===== src/rtl/crypto_result_tx.sv =====
// rtl/crypto_result_tx.sv - in-order result buffer returning crypto completions to the core
module crypto_result_tx #(
  parameter int XLEN     = 64,
  parameter int ID_WIDTH = 4,
  parameter int DEPTH    = 4
) (
  input  logic                       clk_i,
  input  logic                       rst_i,
  input  logic                       unit_valid_i,
  output logic                       unit_ready_o,
  input  logic [ID_WIDTH-1:0]        unit_id_i,
  input  logic [XLEN-1:0]            unit_data_i,
  input  logic [4:0]                 unit_rd_i,
  input  logic                       unit_we_i,
  input  logic                       commit_valid_i,
  input  logic [ID_WIDTH-1:0]        commit_id_i,
  input  logic                       commit_kill_i,
  output logic                       result_valid_o,
  input  logic                       result_ready_i,
  output logic [ID_WIDTH-1:0]        result_id_o,
  output logic [XLEN-1:0]            result_data_o,
  output logic [4:0]                 result_rd_o,
  output logic                       result_we_o,
  output logic [$clog2(DEPTH):0]     occupancy_o
);

  localparam int PW  = $clog2(DEPTH);
  localparam int CW  = PW + 1;
  localparam int NID = 2 ** ID_WIDTH;

  logic [ID_WIDTH-1:0] ent_id   [DEPTH];
  logic [XLEN-1:0]     ent_data [DEPTH];
  logic [4:0]          ent_rd   [DEPTH];
  logic [DEPTH-1:0]    ent_we;
  logic [DEPTH-1:0]    ent_killed;

  logic [PW-1:0]       wr_ptr;
  logic [PW-1:0]       rd_ptr;
  logic [CW-1:0]       count;
  logic [NID-1:0]      committed;
  logic [NID-1:0]      kill_pending;

  logic                full;
  logic                head_live;
  logic                head_killed;
  logic [ID_WIDTH-1:0] head_id;
  logic                push;
  logic                pop;
  logic                drop;
  logic                kill_now;
  logic                enq_hit;
  logic                any_hit;
  logic                dup_hit;
  logic [DEPTH-1:0]    slot_valid;
  logic [DEPTH-1:0]    kill_hit;
  logic [DEPTH-1:0]    mark_kill;
  logic [PW-1:0]       offset;

  // Head view, handshake qualifiers and kill matching against live slots
  always_comb begin
    full           = (count == CW'(DEPTH));
    unit_ready_o   = !rst_i && !full;
    head_live      = !rst_i && (count != '0);
    head_id        = ent_id[rd_ptr];
    head_killed    = ent_killed[rd_ptr];
    result_valid_o = head_live && !head_killed && committed[head_id];
    drop           = head_live && head_killed;
    pop            = (result_valid_o && result_ready_i) || drop;
    push           = unit_valid_i && unit_ready_o;
    kill_now       = commit_valid_i && commit_kill_i;
    enq_hit        = push && (unit_id_i == commit_id_i);
    slot_valid     = '0;
    kill_hit       = '0;
    mark_kill      = '0;
    dup_hit        = 1'b0;
    offset         = '0;
    for (int i = 0; i < DEPTH; i++) begin
      offset        = PW'(i) - rd_ptr;
      slot_valid[i] = ({1'b0, offset} < count);
      kill_hit[i]   = kill_now && slot_valid[i] && (ent_id[i] == commit_id_i);
      // a result already on the bus is never retracted
      mark_kill[i]  = kill_hit[i] && !(result_valid_o && (PW'(i) == rd_ptr));
      if (push && slot_valid[i] && (ent_id[i] == unit_id_i) && !(pop && (PW'(i) == rd_ptr)))
        dup_hit = 1'b1;
    end
    any_hit = |kill_hit;
  end

  // Result bus is zero whenever nothing is being offered
  always_comb begin
    result_id_o   = '0;
    result_data_o = '0;
    result_rd_o   = '0;
    result_we_o   = 1'b0;
    if (result_valid_o) begin
      result_id_o   = head_id;
      result_data_o = ent_data[rd_ptr];
      result_rd_o   = ent_rd[rd_ptr];
      result_we_o   = ent_we[rd_ptr];
    end
    occupancy_o = rst_i ? '0 : count;
  end

  // FIFO storage, pointers and the per-ID commit / early-kill tables
  always_ff @(posedge clk_i) begin
    if (rst_i) begin
      wr_ptr       <= '0;
      rd_ptr       <= '0;
      count        <= '0;
      committed    <= '0;
      kill_pending <= '0;
      ent_we       <= '0;
      ent_killed   <= '0;
      for (int i = 0; i < DEPTH; i++) begin
        ent_id[i]   <= '0;
        ent_data[i] <= '0;
        ent_rd[i]   <= '0;
      end
    end else begin
      for (int i = 0; i < DEPTH; i++) begin
        if (mark_kill[i]) ent_killed[i] <= 1'b1;
      end
      if (push) begin
        ent_id[wr_ptr]     <= unit_id_i;
        ent_data[wr_ptr]   <= unit_data_i;
        ent_rd[wr_ptr]     <= unit_rd_i;
        ent_we[wr_ptr]     <= unit_we_i;
        ent_killed[wr_ptr] <= kill_pending[unit_id_i] || (kill_now && enq_hit);
        wr_ptr             <= wr_ptr + 1'b1;
      end
      if (pop) rd_ptr <= rd_ptr + 1'b1;
      case ({push, pop})
        2'b10:   count <= count + 1'b1;
        2'b01:   count <= count - 1'b1;
        default: count <= count;
      endcase
      // a fresh commit of a reused ID wins over the pop clearing the old one
      if (pop) committed[head_id] <= 1'b0;
      if (commit_valid_i && !commit_kill_i) committed[commit_id_i] <= 1'b1;
      if (push) kill_pending[unit_id_i] <= 1'b0;
      if (kill_now && !any_hit && !enq_hit) kill_pending[commit_id_i] <= 1'b1;
    end
  end

  a_no_push_when_full: assert property (@(posedge clk_i) disable iff (rst_i)
    !(unit_valid_i && !unit_ready_o));
  a_no_dup_id: assert property (@(posedge clk_i) disable iff (rst_i) !dup_hit);
  a_no_double_commit: assert property (@(posedge clk_i) disable iff (rst_i)
    !(commit_valid_i && !commit_kill_i && committed[commit_id_i] &&
      !(pop && (head_id == commit_id_i))));

endmodule


===== config.mk =====
export PLATFORM = sky130hd
export DESIGN_NAME = crypto_result_tx
export DESIGN_NICKNAME = d
export VERILOG_FILES = /design/src/rtl/crypto_result_tx.sv
export SDC_FILE = /design/constraint.sdc
export NUM_CORES = 1
export LEC_CHECK = 0
export BUFFER_PORTS_ARGS = -buffer_cell sky130_fd_sc_hd__buf_2
export CAP_MARGIN = 20
export CORE_MARGIN = 8
export CORE_UTILIZATION = 55
export CTS_BUF_LIST = sky130_fd_sc_hd__clkbuf_8
export DETAILED_ROUTE_END_ITERATION = 7
export PLACE_DENSITY = 0.85
export RECOVER_POWER = 100
export SLEW_MARGIN = 20
export SYNTH_ARGS = -nofsm -noshare
export SYNTH_HDL_FRONTEND = slang
export SYNTH_SLANG_ARGS = --single-unit

===== constraint.sdc =====
create_clock -name clk_i -period 16.5 [get_ports clk_i]
set_input_delay 2.475 -clock clk_i [delete_from_list [all_inputs] [get_ports clk_i]]
set_output_delay 2.475 -clock clk_i [all_outputs]
set_load 0.02 [all_outputs]

-- Word-level counts from Yosys, hierarchy flattened
Memories as Yosys holds them, arrays and structs flattened. A register that Yosys moved wholly into a read port is not among the register bits.
Cells that the tools add are included.
- add/sub/neg operators: 8
- $mul: 0
- divide/modulo/power cells: 0
- order comparisons: 13
- equality and inequality tests: 11
- shift-type cells: 0
- muxes and demuxes: 59
- bitwise logic cells: 6
- reductions and logical operators: 52
- operators by type and width (operator ; count):
    64-bit two-way mux ; 2
    16-bit two-way mux ; 6
    64-bit OR reduction ; 1
    1-bit logical AND ; 33
    16-bit bitwise AND ; 2
    16-bit NOT ; 2
    16-bit bitwise OR ; 2
    1-bit two-way mux ; 25
    4-bit equality test ; 5
    2-bit two-way mux ; 9
    4-bit by 5-bit < comparator with 1-bit output (second input constant) ; 3
    1-bit demux with 4-bit select ; 3
    4-bit by 1-bit greater-or-equal comparator with 1-bit output (second input constant) ; 3
    2-bit by 3-bit < comparator with 1-bit output ; 4
    4-bit two-way mux ; 3
    1-bit zero test ; 10
    5-bit two-way mux ; 2
    1-bit binary-select mux with 4-bit select ; 2
    4-bit bitwise mux ; 2
    4-bit OR reduction ; 2
    2-bit by 3-bit < comparator with 1-bit output (second input constant) ; 2
    3-bit case mux with 2 select lines ; 1
    5-bit OR reduction ; 1
    2-bit by 1-bit adder with 2-bit output (second input constant) ; 2
    17 further kinds ; 22
- register bits: 47
- latch bits: 0
- bits in writable memories: 292
- bits in read-only memories: 0
- bits of input ports: 84
- output and inout bits: 79
- logic and storage cells: 159
- memories: 3
- memory list (name ; depth ; width ; rd ports ; clocked after Yosys merged registers in ; write ports ; RTL line ; text):
    ent_data ; 4 ; 64 ; 1 ; 1 ; 4 ; 32 ; logic [XLEN-1:0] ent_data [DEPTH];
    ent_rd ; 4 ; 5 ; 1 ; 1 ; 4 ; 33 ; logic [4:0] ent_rd [DEPTH];
    ent_id ; 4 ; 4 ; 5 ; 1 ; 4 ; 31 ; logic [ID_WIDTH-1:0] ent_id [DEPTH];

-- Longest topological paths before layout
Gate-level depths: netlist of run 1.
- depth after elaboration: 12
- gate-level depth with buffers: 14
- mapped depth without buffers: 11

-- Worst setup path before layout of run 1
No wires, ideal clock.
- kind: input-to-reg
- from: in rst_i
- to: mem ent_data[3][0], enable pin
- library setup time: 0.519 ns
- arrival: 6.507 ns
- data required time: 15.981 ns
- slack: 9.474 ns
- cell stages on the path: 4
- buffers on the path: 1
- cell sequence: a211oi_1 clkbuf_1 nand2_1 o21bai_1
- RTL lines (item ; RTL line ; text):
    start, declared ; 8 ; input logic rst_i,
    end, declared ; 32 ;

==> results of run 1 <==
[cell families (layout without fill, tap and decap cells)]
kind of cell,after synthesis,count (layout),synth area share
adders and majority gates,14,14,0.0112
buffers and inverters,101,287,0.0272
xor gates and xnor gates,22,22,0.0118
AOI/OAI and AO/OA,97,97,0.0381
and+or+nand+nor,512,512,0.194
other,0,3,0
DFF,341,341,0.596
muxes,98,98,0.122
[path summary, 6_finish.rpt]
check,endpoint,from
setup / recovery,ent_data[3][7],rst_i
hold reg to reg,ent_we[3],ent_we[3]
hold / removal,ent_we[3],ent_we[3]
setup reg to reg,ent_data[3][7],count[0]
[through the flow]
step / std cells / setup slack, ps / instance area [sq um] / hold slack (ps)
2_1_floorplan: 1185 / 9470 / 16400 / 433
3_3_place_gp: 1664 / 8900 / 17400 / 442
3_5_place_dp: 1665 / 8770 / 17500 / 446
4_1_cts: 1760 / 8760 / 18400 / 454
5_1_grt: 1762 / 5250 / 18300 / 472
6_report: 1764 / 5890 / 18300 / 456
[layer usage]
| metal | GRT usage | routed length (um) | up-vias |
|---|---|---|---|
| met3 | 0.0447 | 2340 | 68 |
| met2 | 0.347 | 18200 | 329 |
| met1 | 0.250 | 14700 | 4978 |
| met4 | 0.0571 | 672 | 6 |
| met5 | 0 | 33 | - |
| li1 | - | - | 4604 |
[cell type report]
| type | instances | area share |
|---|---|---|
| clock buffers | 58 | 0.0436 |
| clock inverters | 37 | 0.0100 |
| repair buffers | 175 | 0.0441 |
| multi-input cells | 743 | 0.339 |
| well taps | 390 | 0.0267 |
| flip-flops and latches | 341 | 0.533 |
| inverters | 17 | 0.00349 |
| diodes | 3 | 0.000410 |
[sequential cells by signal (all words and copies together) (netlist names), named ones only]
| signal | flops |
|---|---|
| rd_ptr | 2 |
| count | 3 |
| wr_ptr | 2 |
| ent_killed | 4 |
| ent_data | 256 |
| ent_rd | 20 |
| ent_id | 16 |
| kill_pending | 16 |
| ent_we | 4 |
| committed | 16 |
[cells in the mapped netlist (all sizes together) (5+ instances only)]
library cell	n	area share
mux4	81	0.11
ha	13	0.0099
nor2	40	0.0092
nand2	29	0.0067
nor3	18	0.0055
nand3	5	0.0015
nand2b	15	0.0057
xor2	20	0.011
mux2i	11	0.0067
nor2b	74	0.037
and2	295	0.11
mux2	6	0.0041
a21oi	43	0.013
a211oi	19	0.0087
edfxtp	292	0.54
nor4	8	0.0031
dfxtp	49	0.060
or4	12	0.0055
clkbuf	68	0.016
or2	10	0.0038
buf	16	0.0077
inv	17	0.0039
o21ai	14	0.0043
[critical path: stages]
cell	delay (ps)
clkbuf_1	900
a211oi_4	500
clkbuf_1	1540
clkbuf_1	1810
nand2_1	350
o21bai_1	1540
clkbuf_1	880
buf_4	710
[power groups by stage]
stage	logic [W]	clock network, W	registers [W]
floorplan	0.000101	0	0.00101
global placement	0.000144	0	0.00101
detailed placement	0.000147	0	0.00102
CTS	0.000148	0.000673	0.000997
global route	0.000158	0.000714	0.00100
finish	0.000145	0.000664	0.000997
==> results_dict.tcl, run 1 <==
set metrics [dict create \
    outcome "complete, but fails checks" \
    violations "max-capacitance violations, max-slew violations" \
    finalHoldViolations 0 \
    r2r_slack_ps 8350 \
    num_rows 63 \
    cts_buffers 56 \
    cts_tree "yes" \
    synth_area_per_cell_sq_um 13.8 \
    fin_skew_ps 21.6 \
    ys_seq_area_frac 0.596 \
    path_clk_slew_ps 60 \
    drt_wl_total_mm 36.0 \
    track_usage 0.201 \
    final_cell_mix "edfxtp_1, and2_0, and2_1" \
    syn_area_sq_um 16400 \
    ys_types 46 \
    finalCritPeriodShare 0.643 \
    core_area_sq_um 29500 \
    setup_viol 0 \
    place_congestion 0.861 \
    area_growth_pct 11.9 \
    drt_iter0_drc 625 \
    ys_ff_latch 341 \
    via_per_inst 5.66 \
    timing.hold.worst.class "reg2reg" \
    drive_above_1_share 0.230 \
    via_count 9985 \
    timing.setup.tns_ps 0 \
    clock_path_buffers 3 \
    p_per_area_nw_per_um2 98.6 \
    portBuffers 162 \
    ys.flop_type "edfxtp_1" \
    synth_edf_count 292 \
    crit_required_ps 16710 \
    nFillCells 2293 \
    num_io_pins 163 \
    critPathKind "in2reg" \
    netlist_instances 1185 \
    htreeDepth 2 \
    regArea_sq_um 9760 \
    worst_ep_arrival_time_ps 10810 \
    routedWlPerCell_um 20.4 \
    p_total_w 0.00181 \
    overflow 0 \
    drc_errors 0 \
    hold_buffers 0 \
    antenna_left 0 \
    antenna_found_initial 4 \
    p_comb_frac 0.080 \
    maxSlewHeadroom -1.39 \
    yosys_warnings 0 \
    ff2ff_path_depth 8 \
    syn-num-nets 1283 \
    p_int_w 0.00138 \
    dieArea_sq_um 35500 \
    critPathCaptureType "register" \
    nets 1432 \
    post_cts_buffers 0 \
    grt_pass1_wl_mm 56.9 \
    cts_root_buf "clkbuf_8" \
    drt_first_pass_iters 5 \
    cts_sinks 341 \
    p_leak_nw 6.35 \
    min_path_cells 2 \
    die_h_um 189 \
    crit_fanout 59 \
    crit_path_start_kind "input pin" \
    utilization 0.621 \
    fmax_mhz 94.3 \
    clkLatencyLatePin_ps 590 \
    swShare 0.236 \
    final_common_cell "edfxtp_1" \
    tightest_slew_ps 3590 \
    synthArstFlopShare 0 \
    initial_core_util 0.555 \
    die_width_um 189 \
    report.final.slew_viol_count 495 \
    rsz0062_at_grt "no" \
    cap_viol_max_count 10 \
    power_frac_seq 0.552 \
    period_minus_slack_ps 10610 \
    ctsResizeCount 0 \
    hpwl_mm 21.6 \
    grt_pass1_vias 10649 \
    multi_input_area_sq_um 6200 \
    grt_max_degree 75 \
    peakVddDrop_mv 0.0697 \
    p_sw_w 0.000426 \
    clkPwrFrac 0.368 \
]
Power figures use the tool's default switching activity.
==> run 2, diff against run 1 <==
==> constraint.sdc (replaced) <==
create_clock -name clk_i -period 9.9 [get_ports clk_i]
set_input_delay 1.485 -clock clk_i [delete_from_list [all_inputs] [get_ports clk_i]]
set_output_delay 1.485 -clock clk_i [all_outputs]
set_load 0.02 [all_outputs]
==> run 2 against run 1 <==
The run still ends with max-capacitance violations, max-slew violations left. First-iteration DRC count is 57% higher. Clock power rose by 88%. Non-clock buffer count did not move. Critical path type is now in2out. Via count is 0.58% higher. Sequential share of layout area shrank 0.48 points. Setup slack worse by 3700 ps. Hold slack improved by 7.4 ps. Final cell count up 0.23%. Critical endpoint is now result_id_o[2].
==> results_dict.tcl, run 2 (synthesized netlist as in run 1, its figures left out) <==
set metrics [dict create \
    outcome "complete, but fails checks" \
    violations "max-capacitance violations, max-slew violations" \
    portBuffers 162 \
    r2r-end "ent_data[0][11]" \
    ctsResizeCount 0 \
    track_usage 0.204 \
    post_cts_buffers 0 \
    initial_core_util 0.555 \
    routedWlPerCell_um 20.7 \
    critPathKind "in2out" \
    setup_viol 0 \
    finalCritPeriodShare 0.782 \
    min_from "ent_we[2]" \
    fin_skew_ps 29.1 \
    r2r_start "count[0]" \
    rsz0062_at_grt "no" \
    largestRegisters "ent_data (256), ent_rd (20)" \
    antenna_found_initial 7 \
    die_width_um 189 \
    period_minus_slack_ps 7740 \
    final_common_cell "edfxtp_1" \
    worst_ep_arrival_time_ps 6250 \
    fmax_mhz 129 \
    grt_pass1_wl_mm 57.6 \
    core_area_sq_um 29500 \
    hold_path_end "ent_we[2]" \
    cts_tree "yes" \
    cts_sinks 341 \
    grt_max_degree 75 \
    largest_reg_flops 256 \
    final_cell_mix "edfxtp_1, and2_1, and2_0" \
    multi_input_area_sq_um 6220 \
    antenna_left 0 \
    utilization 0.627 \
    critPathCaptureType "output port" \
    timing.hold.ws_ps 464 \
    overflow 0 \
    nets 1431 \
    num_io_pins 163 \
    drt_iter0_drc 979 \
    via_count 10043 \
    crit_slowest_cell "clkbuf_1" \
    die_h_um 189 \
    crit_chain "buf_2 -> clkbuf_1 -> nor3_1 -> nand2_1 -> or2_0 -> and2_4 -> clkbuf_2 -> nor2_1 -> clkbuf_1" \
    p_leak_nw 6.51 \
    cap_viol_max_count 3 \
    cts_buffers 55 \
    r2r_slack_ps 3990 \
    timing.hold.worst.class "reg2reg" \
    min_path_cells 2 \
    place_congestion 0.849 \
    clock_path_buffers 3 \
    htreeDepth 2 \
    clkLatencyLatePin_ps 610 \
    hold_buffers 0 \
    tightest_slew_ps 2670 \
    grt_pass1_vias 10488 \
    cts_root_buf "clkbuf_8" \
    drt_first_pass_iters 5 \
    dieArea_sq_um 35500 \
    hpwl_mm 22.1 \
    crit_required_ps 8420 \
    via_per_inst 5.68 \
    num_rows 63 \
    critPathMaxStageDelay_ps 1880 \
    crit_path_start_kind "input pin" \
    finalHoldViolations 0 \
    drc_errors 0 \
    crit_top_cell "clkbuf_1" \
    area_growth_pct 12.9 \
    drt_wl_total_mm 36.6 \
    crit_fanout 59 \
    timing.setup.tns_ps 0 \
    largest-register "ent_data" \
    p_per_area_nw_per_um2 171 \
    ff2ff_path_depth 9 \
    nFillCells 2228 \
    peakVddDrop_mv 0.108 \
    path_clk_slew_ps 60 \
    drive_above_1_share 0.244 \
    report.final.slew_viol_count 182 \
    maxSlewHeadroom -0.782 \
    regArea_sq_um 9760 \
]
-- run 2: cell types whose count changed in the layout (fill, tap and decap cells not counted), moves of 3 or more --
cell / before / now
and2_0: 167 / 102
and2_1: 128 / 192
clkbuf_1: 84 / 78
bufinv_16: 1 / 6
or2_0: 4 / 1
clkinv_2: 2 / 5
-- run 2: where the power goes --
group | internal (W) | leakage (nW) | switching (W) | total, W
Clock | 0.000695 | 0.645 | 0.000556 | 0.00125
Combinational | 0.000100 | 2.44 | 0.000141 | 0.000241
Sequential | 0.00164 | 3.43 | 0.0000275 | 0.00166
-- run 2: layout make-up --
| type | instances | share of cell area |
|---|---|---|
| clock inverter | 42 | 0.0189 |
| inverter | 17 | 0.00345 |
| multi-input combinational | 743 | 0.337 |
| tap | 390 | 0.0264 |
| timing repair buffer | 175 | 0.0435 |
| antenna | 3 | 0.000406 |
| sequential | 341 | 0.528 |
| clock buffer | 57 | 0.0425 |
-- run 2: worst max-delay path by stage --
stage / start / endpoint / slack [ps] / cells after the start
floorplan: rst_i / ent_data[3][0] / 3860 / 4
global placement: rst_i / ent_data[0][10] / 4100 / 10
detailed placement: rst_i / ent_data[0][11] / 4010 / 10
CTS: register / result_id_o[2] / 3410 / 9
global route: rst_i / result_id_o[2] / 1620 / 9
finish: rst_i / result_id_o[2] / 2160 / 9
-- run 2: through the flow --
step,setup WS (ps),total power [W],instances,cell area [sq um]
after floorplan,3860,0.00185,1185,16400
after global placement,4100,0.00193,1666,17400
after detailed placement,4010,0.00194,1666,17400
after CTS,3410,0.00318,1765,18600
after global routing,1620,0.00327,1768,18500
final,2160,0.00316,1768,18500
-- run 2: metal layers --
metal  GRT usage  wire, um  up-vias
met4      0.0701       882        8
met3      0.0416      2400       73
li1            -         -     4587
met5           0        52        -
met1       0.261     14900     4979
met2       0.342     18400      396
-- run 2: worst max-delay path, delay by kind of cell --
kind                   cells  cell delay, ps
buffers and inverters      4            3190
and+or+nand+nor            5            1460
==> run 3, diff against run 2 <==
--- a/config.mk
+++ b/config.mk
@@ -11,7 +11,7 @@
 export CORE_UTILIZATION = 55
 export CTS_BUF_LIST = sky130_fd_sc_hd__clkbuf_8
 export DETAILED_ROUTE_END_ITERATION = 7
-export PLACE_DENSITY = 0.85
+export PLACE_DENSITY = 0.88
 export RECOVER_POWER = 100
 export SLEW_MARGIN = 20
 export SYNTH_ARGS = -nofsm -noshare
==> constraint.sdc (replaced) <==
create_clock -name clk_i -period 6.5 [get_ports clk_i]
set_input_delay 0.975 -clock clk_i [delete_from_list [all_inputs] [get_ports clk_i]]
set_output_delay 0.975 -clock clk_i [all_outputs]
set_load 0.02 [all_outputs]
==> run 3 against run 2 <==
The run still ends with max-capacitance violations, max-slew violations left. Clock skew decreased by 13 ps. Via count grew 1.1%. Combinational power increased by 54%. Critical path depth shrank 1. Final cell count decreased by 0.17%. Die area unchanged. Critical endpoint is now result_data_o[37].
==> results_dict.tcl, run 3 (synthesized netlist as in run 1, its figures left out) <==
set metrics [dict create \
    p_per_area_nw_per_um2 256 \
    maxSlewHeadroom -0.659 \
    fin_skew_ps 16.0 \
    via_count 10155 \
    clock_path_buffers 3 \
    timing.hold.ws_ps 461 \
    top_layer "met5" \
    report.final.slew_viol_count 298 \
    die_width_um 189 \
    violations "max-capacitance violations, max-slew violations" \
    p_leak_nw 6.44 \
    track_usage 0.204 \
    final_common_cell "edfxtp_1" \
    dp_cells 1666 \
    cts_tree "yes" \
    met2_length_mm 18.5 \
    dieArea_sq_um 35500 \
    path_clk_slew_ps 60 \
    critPathMaxStageDelay_ps 830 \
    area_growth_pct 12.3 \
    period_minus_slack_ps 5720 \
    largest-register "ent_data" \
    worst_ep_arrival_time_ps 4740 \
    antenna_found_initial 10 \
    drc_errors 0 \
    crit_buf_inv 2 \
    nets 1431 \
    cap_viol_max_count 5 \
    peakVddDrop_mv 0.175 \
    cp_top_family "simple AND/OR/NAND/NOR gates" \
    rsz0062_at_grt "no" \
    drt_first_pass_iters 5 \
    largestRegisters "ent_data (256), ent_rd (20)" \
    post_cts_buffers 0 \
    initial_core_util 0.555 \
    drt_iter0_drc 854 \
    timing.setup.tns_ps 0 \
    hold_buffers 0 \
    hpwl_mm 22.7 \
    num_io_pins 163 \
    drt_wl_total_mm 37.0 \
    critPathCaptureType "output port" \
    grt_pass1_wl_mm 57.6 \
    drive_above_1_share 0.239 \
    clkLatencyLatePin_ps 580 \
    outcome "complete, but fails checks" \
    cts_buffers 55 \
    cts_root_buf "clkbuf_8" \
    portBuffers 162 \
    overflow 0 \
    utilization 0.623 \
    largest_reg_flops 256 \
    crit_fanout 60 \
    critPathKind "reg2out" \
    cts_sinks 341 \
    met1_length_mm 14.8 \
    crit_chain "mux4_2 -> mux2_2 -> or3_1 -> nand4_1 -> and2_4 -> clkbuf_2 -> nor2b_2 -> clkbuf_1" \
    ctsResizeCount 0 \
    routedWlPerCell_um 21.0 \
    p_total_w 0.00471 \
    via_per_inst 5.75 \
    antenna_left 0 \
    setup_viol 0 \
    grt_pass1_vias 10664 \
    core_area_sq_um 29500 \
    final_cell_mix "edfxtp_1, and2_1, and2_0" \
    crit_slowest_cell "and2_4" \
    finalCritPeriodShare 0.880 \
    tightest_slew_ps 2490 \
    fin_cells 1765 \
    grt_max_degree 74 \
    crit_required_ps 5520 \
    htreeDepth 2 \
    crit_path_start_kind "register" \
    wl_met3_mm 2.59 \
    place_congestion 0.854 \
    die_h_um 189 \
    num_rows 63 \
    timing.hold.worst.class "reg2reg" \
    finalHoldViolations 0 \
    fmax_mhz 175 \
]
-- run 3: cell count changes in the layout (fill, tap and decap cells not counted), sizes merged, moves of 2 or more --
cell / change
buf: -6
clkbuf: +5
inv: -4
diode: +3
clkinv: -2
clkinvlp: +2
-- run 3: routing by layer --
| layer | vias to the layer above | global-route usage |
|---|---|---|
| li1 | 4597 | - |
| met1 | 5058 | 0.248 |
| met2 | 400 | 0.350 |
| met3 | 88 | 0.0497 |
| met4 | 12 | 0.0704 |
| met5 | - | 0 |
-- run 3: layout make-up --
| type | count | area (sq um) |
|---|---|---|
| clock buffer | 56 | 771 |
| inverter | 17 | 63.8 |
| multi-input combinational | 743 | 6200 |
| timing repair buffer | 175 | 802 |
| tap | 390 | 488 |
| fill | 2224 | 11100 |
| antenna | 6 | 15.0 |
| sequential | 341 | 9760 |
| clock inverter | 37 | 287 |
-- run 3: worst reg2reg max path, stage by stage (launching register included) --
cell	delay, ps
dfxtp_1	470
nor2_1	100
a211oi_1	1470
buf_4	400
nand2_1	160
nor2_4	120
or2_4	730
clkbuf_2	650
-- run 3: worst paths after layout --
kind	slack, ps	endpoint	start	depth (start not counted)
setup / recovery	780	result_data_o[37]	register	8
hold / removal	460	ent_we[2]	ent_we[2]	2
setup reg to reg	2030	ent_data[1][26]	count[0]	7
hold reg to reg	460	ent_we[2]	ent_we[2]	2
-- run 3: power breakdown --
part	internal [W]	switching, W	total (W)
sequential	0.00249	0.0000386	0.00253
clock	0.000993	0.000814	0.00181
combinational	0.000153	0.000219	0.000372
-- run 3: through the flow --
step	setup WS (ps)	instance area (sq um)
2_1_floorplan	974	16400
3_3_place_gp	1590	17500
3_5_place_dp	1500	17500
4_1_cts	858	18500
5_1_grt	405	18400
6_report	781	18400
